$ cat config.mk
export PLATFORM = sky130hd
export DESIGN_NAME = program_loader
export DESIGN_NICKNAME = d
export VERILOG_FILES = /design/src/rtl/program_loader.sv
export SDC_FILE = /design/constraint.sdc
export NUM_CORES = 1
export LEC_CHECK = 0
export CORE_MARGIN = 4
export CORE_UTILIZATION = 35
export DETAILED_ROUTE_END_ITERATION = 16
export PLACE_DENSITY = 0.57
export SLEW_MARGIN = 25
export SYNTH_ARGS = -nofsm -noshare
export SYNTH_HDL_FRONTEND = slang
export SYNTH_SLANG_ARGS = --single-unit
$ cat constraint.sdc
create_clock -name clock_i -period 5.7 [get_ports clock_i]
set_clock_uncertainty 0.15 [all_clocks]
set_input_delay 0.57 -clock clock_i [delete_from_list [all_inputs] [get_ports clock_i]]
set_output_delay 0.57 -clock clock_i [all_outputs]
set_load 0.01 [all_outputs]
$ cat src/rtl/program_loader.sv
// ---------------------------------------------------------------------------
// program_loader
//
// Boot-time loader sitting in front of the CPU fetch stage. A framed byte
// stream (LEN_HI, LEN_LO, N x {HI, LO}, CHK) arrives over a valid/ready link.
// Big-endian 16-bit words are written to instruction memory at byte
// addresses 0, 2, 4, ... The CPU is released from reset only after the 8-bit
// checksum of the frame verifies.
//
// Ports:
//   clock_i        system clock, rising edge
//   reset_n_i      asynchronous active-low reset
//   start_i        single-cycle load request (honoured in IDLE, RUN, ERROR)
//   rx_data_i      incoming byte
//   rx_valid_i     rx_data_i valid
//   rx_ready_o     loader can accept a byte
//   imem_we_o      one-cycle instruction-memory write strobe
//   imem_addr_o    even byte address of the write
//   imem_wdata_o   instruction word
//   cpu_reset_o    active-low CPU reset (0 holds the CPU in reset)
//   busy_o         load in progress
//   done_o         last load succeeded, CPU running
//   error_o        last load failed
// ---------------------------------------------------------------------------
module program_loader #(
  parameter int DEPTH = 256
) (
  input  logic        clock_i,
  input  logic        reset_n_i,
  input  logic        start_i,
  input  logic [7:0]  rx_data_i,
  input  logic        rx_valid_i,
  output logic        rx_ready_o,
  output logic        imem_we_o,
  output logic [15:0] imem_addr_o,
  output logic [15:0] imem_wdata_o,
  output logic        cpu_reset_o,
  output logic        busy_o,
  output logic        done_o,
  output logic        error_o
);

  typedef enum logic [2:0] {
    S_IDLE,
    S_LEN_HI,
    S_LEN_LO,
    S_DATA_HI,
    S_DATA_LO,
    S_CHECK,
    S_RUN,
    S_ERROR
  } state_e;

  // 17 bits so that a DEPTH of 65536 would still compare correctly.
  localparam logic [16:0] DEPTH_W = 17'(DEPTH);

  state_e      state_q, state_d;
  logic [15:0] len_q, len_d;
  logic [15:0] idx_q, idx_d;
  logic [7:0]  sum_q, sum_d;
  logic [7:0]  hi_q, hi_d;      // holds LEN_HI, then each word's HI byte

  logic        rx_ready_q, rx_ready_d;
  logic        imem_we_q, imem_we_d;
  logic [15:0] imem_addr_q, imem_addr_d;
  logic [15:0] imem_wdata_q, imem_wdata_d;
  logic        cpu_reset_q, cpu_reset_d;
  logic        busy_q, busy_d;
  logic        done_q, done_d;
  logic        error_q, error_d;

  logic        accept;
  logic [15:0] n_w;

  // rx_ready_q mirrors the current state, so it doubles as the accept gate.
  assign accept = rx_valid_i & rx_ready_q;
  assign n_w    = {hi_q, rx_data_i};

  always_comb begin
    state_d      = state_q;
    len_d        = len_q;
    idx_d        = idx_q;
    sum_d        = sum_q;
    hi_d         = hi_q;
    imem_we_d    = 1'b0;
    imem_addr_d  = imem_addr_q;
    imem_wdata_d = imem_wdata_q;

    case (state_q)
      S_IDLE, S_RUN, S_ERROR: begin
        if (start_i) state_d = S_LEN_HI;
      end
      S_LEN_HI: begin
        if (accept) begin
          hi_d    = rx_data_i;
          sum_d   = rx_data_i;
          state_d = S_LEN_LO;
        end
      end
      S_LEN_LO: begin
        if (accept) begin
          sum_d = sum_q + rx_data_i;
          len_d = n_w;
          if (n_w == 16'd0 || {1'b0, n_w} > DEPTH_W) begin
            state_d = S_ERROR;
          end else begin
            idx_d   = 16'd0;
            state_d = S_DATA_HI;
          end
        end
      end
      S_DATA_HI: begin
        if (accept) begin
          hi_d    = rx_data_i;
          sum_d   = sum_q + rx_data_i;
          state_d = S_DATA_LO;
        end
      end
      S_DATA_LO: begin
        if (accept) begin
          sum_d        = sum_q + rx_data_i;
          imem_we_d    = 1'b1;
          imem_addr_d  = {idx_q[14:0], 1'b0};
          imem_wdata_d = {hi_q, rx_data_i};
          idx_d        = idx_q + 16'd1;
          state_d      = (idx_q == len_q - 16'd1) ? S_CHECK : S_DATA_HI;
        end
      end
      S_CHECK: begin
        if (accept) state_d = (rx_data_i == sum_q) ? S_RUN : S_ERROR;
      end
      default: state_d = S_IDLE;
    endcase

    // Status outputs are registered copies of the decoded next state, so
    // they change in the same cycle the state does.
    rx_ready_d  = (state_d == S_LEN_HI) || (state_d == S_LEN_LO) ||
                  (state_d == S_DATA_HI) || (state_d == S_DATA_LO) ||
                  (state_d == S_CHECK);
    busy_d      = rx_ready_d;
    cpu_reset_d = (state_d == S_RUN);
    done_d      = (state_d == S_RUN);
    error_d     = (state_d == S_ERROR);
  end

  always_ff @(posedge clock_i or negedge reset_n_i) begin
    if (!reset_n_i) begin
      state_q      <= S_IDLE;
      len_q        <= '0;
      idx_q        <= '0;
      sum_q        <= '0;
      hi_q         <= '0;
      rx_ready_q   <= 1'b0;
      imem_we_q    <= 1'b0;
      imem_addr_q  <= '0;
      imem_wdata_q <= '0;
      cpu_reset_q  <= 1'b0;
      busy_q       <= 1'b0;
      done_q       <= 1'b0;
      error_q      <= 1'b0;
    end else begin
      state_q      <= state_d;
      len_q        <= len_d;
      idx_q        <= idx_d;
      sum_q        <= sum_d;
      hi_q         <= hi_d;
      rx_ready_q   <= rx_ready_d;
      imem_we_q    <= imem_we_d;
      imem_addr_q  <= imem_addr_d;
      imem_wdata_q <= imem_wdata_d;
      cpu_reset_q  <= cpu_reset_d;
      busy_q       <= busy_d;
      done_q       <= done_d;
      error_q      <= error_d;
    end
  end

  assign rx_ready_o   = rx_ready_q;
  assign imem_we_o    = imem_we_q;
  assign imem_addr_o  = imem_addr_q;
  assign imem_wdata_o = imem_wdata_q;
  assign cpu_reset_o  = cpu_reset_q;
  assign busy_o       = busy_q;
  assign done_o       = done_q;
  assign error_o      = error_q;

endmodule

==> metrics, run 1 <==
Final Hold Fails 0; Ports 50; worst vdd ir between 200 and 250 uV; post-synthesis sequential area ratio 47.84%; HP Class input port to async pin; htree depth 3; Post-Route M1 WL just under 5 mm; Achievable Freq just under 0.3 GHz; critical path class input port to register; # DRC 0; slack of the worst reg-to-reg path 2.41 ns; Synth async-reset ratio 100.0%; Setup Buffers After CTS 0; initial antenna violation count 0; first-pass GRT wire length approximately 18 mm; FF-to-FF End idx_q[13]; Sequential Power Share 38.8%; Worst-Skew Late Latency 0.35 ns; DR vias 3450; top cells by count, synth 115 x nand2_1, 86 x dfrtp_1, 29 x nor2_1; Yosys cell types 55; clk sinks 86; NumNets Final 539; Tot GR Track Use 15.40%; clock network power share a little over a quarter; Synth Net Count 503; Die Y 121.4 um; highest metal layer with signal wires met4; RSZ-0062 raised after global routing false; PD cells about 480 mW/mm^2; largest net degree at the start of global routing 87; combinational share of power 34.8%; Top FF cell, synth dfrtp_1; layout cells sized above 1 9.387%; area delta synth->final 20.83%; clk root buf clkbuf_16; CP required approximately 5.8 ns; Yosys reg bits 86; share of Yosys cell area claimed by the top area cell type 47.84%; Critical Path Start Type input port; n_diodes 0; clock-pin slew on the worst setup and hold paths 0.06 ns; Synth Cell Area between 0.004 and 0.005 mm^2; main area contributors after synthesis dfrtp_1 48%, nand2_1 9.6%, mux2_2 5.5%, xor2_1 3.7%, xnor2_1 3.3%; area leader, netlist dfrtp_1; TritonRoute pass-1 iters 6; fin crit period 3.390 ns; post_cts resized 0; cell row count 41; Total Wirelength 10.41 mm; Warnings, synthesis 0; Initial Util 35.64%; port bufs 48; setup ws final 2.310 ns; GRT overflow 0; number of global-route vias before repair 3515; top-count cell post-synth nand2_1; Final setup viols 0; drt wl/cell 15.01 um; status complete, no violations; Via-to-Cell Ratio 4.971; Power Internal 1683 uW; pre-CTS setup slack 1.941 ns; Leak 0.002429 uW; dpl hpwl around 7.3 mm; Max-Cap Viols 0; CP Max Fanout 17; CP Data Arrival Time ~3.5 ns; gp weighted congestion around 0.84; CTS tree built; Post-synth EDFFs 0; met3 routed WL around 440 um; sw frac 34.93%; Post-Syn Area per Cell 9.351 um^2; fin crit share 59.47%; Chip Width 121.4 um; Slew @ Worst Pin ~0.9 ns; post-route ant nets 0; Syn Inst Count 481; Max Buffers Root-to-Sink 2; Net Sw Power 903.8 uW; Hold-fix buffers, CTS 0; CTS Buf Count 9; R2R cell count 6; max-slew violation total from the final report 0; DR iter-0 viols 204; setup TNS 0 ns; die area 0.01473 mm^2; core region area 0.01262 mm^2; CP endpoint kind register; launching point of the worst reg2reg path state_q[1]; slew margin rel. 39.68%; met2 wire len between 4 and 5 mm
[area by class of cell]
| type | instances | area (um^2) |
|---|---|---|
| fillers | 1259 | 7184 |
| multi-input cells | 355 | 2171 |
| flip-flops and latches | 86 | 2152 |
| repair buffers | 50 | 496.7 |
| clock buffers | 10 | 229.0 |
| well taps | 172 | 215.2 |
| clock inverters | 6 | 115.1 |
| inverters | 15 | 56.30 |
[cell families (layout without fill, tap and decap cells)]
| kind of cell | after synthesis | after routing | share of synthesized area [%] |
|---|---|---|---|
| buffers and inverters | 40 | 81 | 3.894 |
| XOR/XNOR | 36 | 36 | 7.010 |
| adder cells (fa/ha/maj) | 10 | 10 | 2.949 |
| multiplexers | 25 | 25 | 6.175 |
| other | 1 | 1 | 0.08337 |
| flip-flops | 86 | 86 | 47.84 |
| AO/OA/AOI/OAI | 73 | 73 | 10.07 |
| AND/OR/NAND/NOR | 210 | 210 | 21.98 |
[routing by layer]
layer | global-route usage (%) | vias to the layer above
li1 | - | 1698
met1 | 19.59 | 1680
met2 | 24.80 | 54
met3 | 4.848 | 18
met4 | 5.252 | 0
met5 | 0 | -
[critical path, cell delays in order]
cell,delay [ns]
clkdlybuf4s50_1,0.51
nand2_2,0.11
or3_1,0.68
nor4b_4,0.86
o2111ai_2,0.24
or3_1,0.35
a21oi_1,0.16
[stage by stage]
step	instances	utilization, %	area (um^2)	hold slack, ns	total power (uW)
final	694	43.07	5435	0.1018	2587
after CTS	694	43.07	5435	0.1647	2614
after global placement	678	40.31	5087	0.3080	1887
after floorplan	481	-	4498	0.1244	1612
after detailed placement	678	40.34	5091	0.3134	1919
after global routing	694	43.07	5435	0.1963	2786
[sequential cells by signal (all words and copies together) (netlist names)]
name and cells:
state_q 3, error_o 1, hi_q 8, len_q 16, sum_q 8, idx_q 16
imem_we_o 1, imem_wdata_o 16, done_o 1, imem_addr_o 15, busy_o 1
[cell usage in the layout, fill, tap and decap left out, drive strengths merged, types with 4 or more instances in the layout]
| cell type | synthesis | routed |
|---|---|---|
| mux2 | 22 | 22 |
| nand3b | 4 | 4 |
| nand3 | 9 | 9 |
| nand2 | 116 | 116 |
| xnor2 | 17 | 17 |
| nor4 | 11 | 11 |
| clkbuf | 17 | 10 |
| o31ai | 4 | 4 |
| nor3 | 10 | 10 |
| clkdlybuf4s50 | 0 | 47 |
| nand2b | 6 | 6 |
| xor2 | 19 | 19 |
| dfrtp | 86 | 86 |
| nor2 | 29 | 29 |
| nor3b | 4 | 4 |
| inv | 14 | 16 |
| ha | 9 | 9 |
| o21ai | 22 | 22 |
| a21oi | 21 | 21 |
| o211ai | 4 | 4 |
| and2 | 5 | 5 |
[worst max-delay path by stage]
stage / startpoint / slack [ns] / to / cells past startpoint
floorplan: rx_data_i[7] / 3.26 / idx_q[13] / 7
global placement: rx_valid_i / 2.03 / idx_q[15] / 8
detailed placement: rx_valid_i / 1.94 / idx_q[13] / 7
CTS: rx_valid_i / 2.31 / idx_q[13] / 7
global route: rx_valid_i / 2.07 / idx_q[14] / 8
finish: rx_valid_i / 2.31 / idx_q[13] / 7
[power groups by stage]
stage | Sequential, uW | Combinational [uW] | Clock, uW
floorplan | 963 | 649 | 0
global route | 1040 | 1020 | 725
detailed placement | 1010 | 905 | 0
CTS | 1000 | 909 | 701
finish | 1000 | 899 | 684
global placement | 1000 | 883 | 0
Power figures use the tool's default switching activity.
==> run 2, diff against run 1 <==
--- a/config.mk
+++ b/config.mk
@@ -8,7 +8,7 @@
 export CORE_MARGIN = 4
 export CORE_UTILIZATION = 35
 export DETAILED_ROUTE_END_ITERATION = 16
-export PLACE_DENSITY = 0.57
+export PLACE_DENSITY = 0.59
 export SLEW_MARGIN = 25
 export SYNTH_ARGS = -nofsm -noshare
 export SYNTH_HDL_FRONTEND = slang
==> constraint.sdc (replaced) <==
create_clock -name clock_i -period 2.8 [get_ports clock_i]
set_clock_uncertainty 0.15 [all_clocks]
set_input_delay 0.28 -clock clock_i [delete_from_list [all_inputs] [get_ports clock_i]]
set_output_delay 0.28 -clock clock_i [all_outputs]
set_load 0.01 [all_outputs]
==> metrics, run 2 (same netlist as run 1, synthesis figures left out) <==
Max-Cap Viols 0 (unchanged); NumNets Final 561 (was 539); worst vdd ir 432.7 uV (was 233.0 uV); largest net degree at the start of global routing 87 (unchanged); CP required 2.94 ns (was 5.82 ns); number of global-route vias before repair 3610 (was 3515); DR iter-0 viols 221 (was 204); clk root buf clkbuf_16 (unchanged); post-route ant nets 0 (unchanged); CP Max Fanout 6 (was 17); critical path class register to register (was input port to register); Final setup viols 0 (unchanged); clk sinks 86 (unchanged); htree depth 3 (unchanged); Worst Path Buf+Inv 2 (was 1); Setup Buffers After CTS 0 (unchanged); n_diodes 0 (unchanged); leading cell type in the layout, fill and taps excluded nand2_1 (unchanged); met3 routed WL 416 um (was 442 um); Slew @ Worst Pin 0.7286 ns (was 0.9010 ns); dpl hpwl 7.545 mm (was 7.261 mm); pre-CTS setup slack 0.03988 ns (was 1.941 ns); CTS tree built (unchanged); status complete, no violations (unchanged); Max stage delay cell, worst path dfrtp_1 (was nor4b_4); CP endpoint kind register (unchanged); Final Hold Fails 0 (unchanged); Die Y 121.4 um (unchanged); met2 wire len 4.909 mm (was 4.942 mm); CP Data Arrival Time 2.74 ns (was 3.51 ns); setup TNS 0 ns (unchanged); Post-Route M1 WL 4.817 mm (was 4.806 mm); fin crit share between 90 and 100%; highest-count cells in the layout ignoring fill and taps 115 x nand2_1, 86 x dfrtp_1, 47 x clkdlybuf4s50_1 (unchanged); RSZ-0062 raised after global routing false (unchanged); drt wl/cell 14.51 um (was 15.01 um); Tot GR Track Use 15.23% (was 15.40%); layout cells sized above 1 12.71% (was 9.387%); setup ws final 0.1968 ns (was 2.310 ns); Via-to-Cell Ratio 4.916 (was 4.971); crit path cell chain inv_1 -> ha_1 -> nor3b_1 -> and2_1 -> xnor2_1 -> nor4_1 -> a41oi_1 -> a211oi_1 -> buf_4 -> o31a_1 (was clkdlybuf4s50_1 -> nand2_2 -> or3_1 -> nor4b_4 -> o2111ai_2 -> or3_1 -> a21oi_1); peak per-stage delay on the critical path 0.43 ns (was 0.86 ns); fin crit period 2.603 ns; cell row count 41 (unchanged); # DRC 0 (unchanged); HP Class register to register (was input port to async pin); Max Buffers Root-to-Sink 2 (unchanged); clock-pin slew on the worst setup and hold paths 0.07 ns (was 0.06 ns); Total Wirelength 10.37 mm (was 10.41 mm); critical path's top delay family simple AND/OR/NAND/NOR gates (unchanged); GRT overflow 0 (unchanged); CTS Buf Count 9 (unchanged); Chip Width 121.4 um (unchanged); highest metal layer with signal wires met4 (unchanged); Critical Path Start Type register (was input port); initial antenna violation count 0 (unchanged); Worst-Skew Late Latency 0.35 ns (about the same); PD cells 918.2 mW/mm^2 (was 476.0 mW/mm^2); TritonRoute pass-1 iters 4 (was 6); core region area 0.01262 mm^2 (unchanged); slew margin rel. 51.29% (was 39.68%); Achievable Freq slightly below 0.4 GHz; first-pass GRT wire length 17.62 mm (was 17.95 mm); Leak 0.002520 uW (was 0.002429 uW); die area 0.01473 mm^2 (unchanged); area delta synth->final 23.53% (was 20.83%); DR vias 3515 (was 3450); max-slew violation total from the final report 0 (unchanged); gp weighted congestion 0.8508 (was 0.8366); Initial Util 35.64% (unchanged); port bufs 48 (unchanged); Ports 50 (unchanged)
-- run 2: layout make-up --
type	instances	area, um^2
fillers	1268	7063
multi-input cells	355	2171
flip-flops and latches	86	2152
repair buffers	72	673.1
clock buffers	10	229.0
well taps	172	215.2
clock inverters	5	60.06
inverters	15	56.30
-- run 2: worst paths after layout --
check / slack (ns) / to / startpoint / cells past startpoint
worst min-delay path: 0.32 / imem_addr_o[6] / imem_addr_o[6] / 2
min in group asynchronous: 0.37 / imem_addr_o[2] / reset_n_i / 3
worst max register to register: 0.20 / state_q[2] / len_q[0] / 10
max in group asynchronous: 1.78 / imem_wdata_o[6] / reset_n_i / 3
worst min register to register: 0.32 / imem_addr_o[6] / imem_addr_o[6] / 2
worst max-delay path: 0.20 / state_q[2] / len_q[0] / 10
-- run 2: routing by layer --
layer	vias to the layer above	global-route usage, %
met5	-	0
met4	0	6.162
met3	19	4.009
met2	63	24.70
met1	1688	19.33
li1	1745	-
-- run 2: power breakdown --
group | leakage [uW] | internal (uW) | switching, uW
registers | 0.00111 | 1630 | 357
logic | 0.00126 | 973 | 959
clock network | 0.000144 | 691 | 497
total | 0.00252 | 3290 | 1810
-- run 2: timing repair --
action	4_1_cts	5_1_grt
endpoints found under the hold margin	86	0
resized for setup	0	0
hold buffers	1	0
-- run 2: through the flow --
step	total power, uW	area, um^2	cells	utilization, %	hold WS, ns
2_1_floorplan	3282	4498	481	-	-0.1656
3_3_place_gp	3862	5258	699	41.66	0.2046
3_5_place_dp	3940	5258	699	41.66	0.2030
4_1_cts	5160	5557	715	44.03	0.3272
5_1_grt	5499	5557	715	44.03	0.3408
6_report	5102	5557	715	44.03	0.3182
-- run 2: tightest hold or removal path: stages, from the launching register on --
cell and delay [ns]:
dfrtp_1 0.34, nand2_1 0.05, nand2_1 0.05
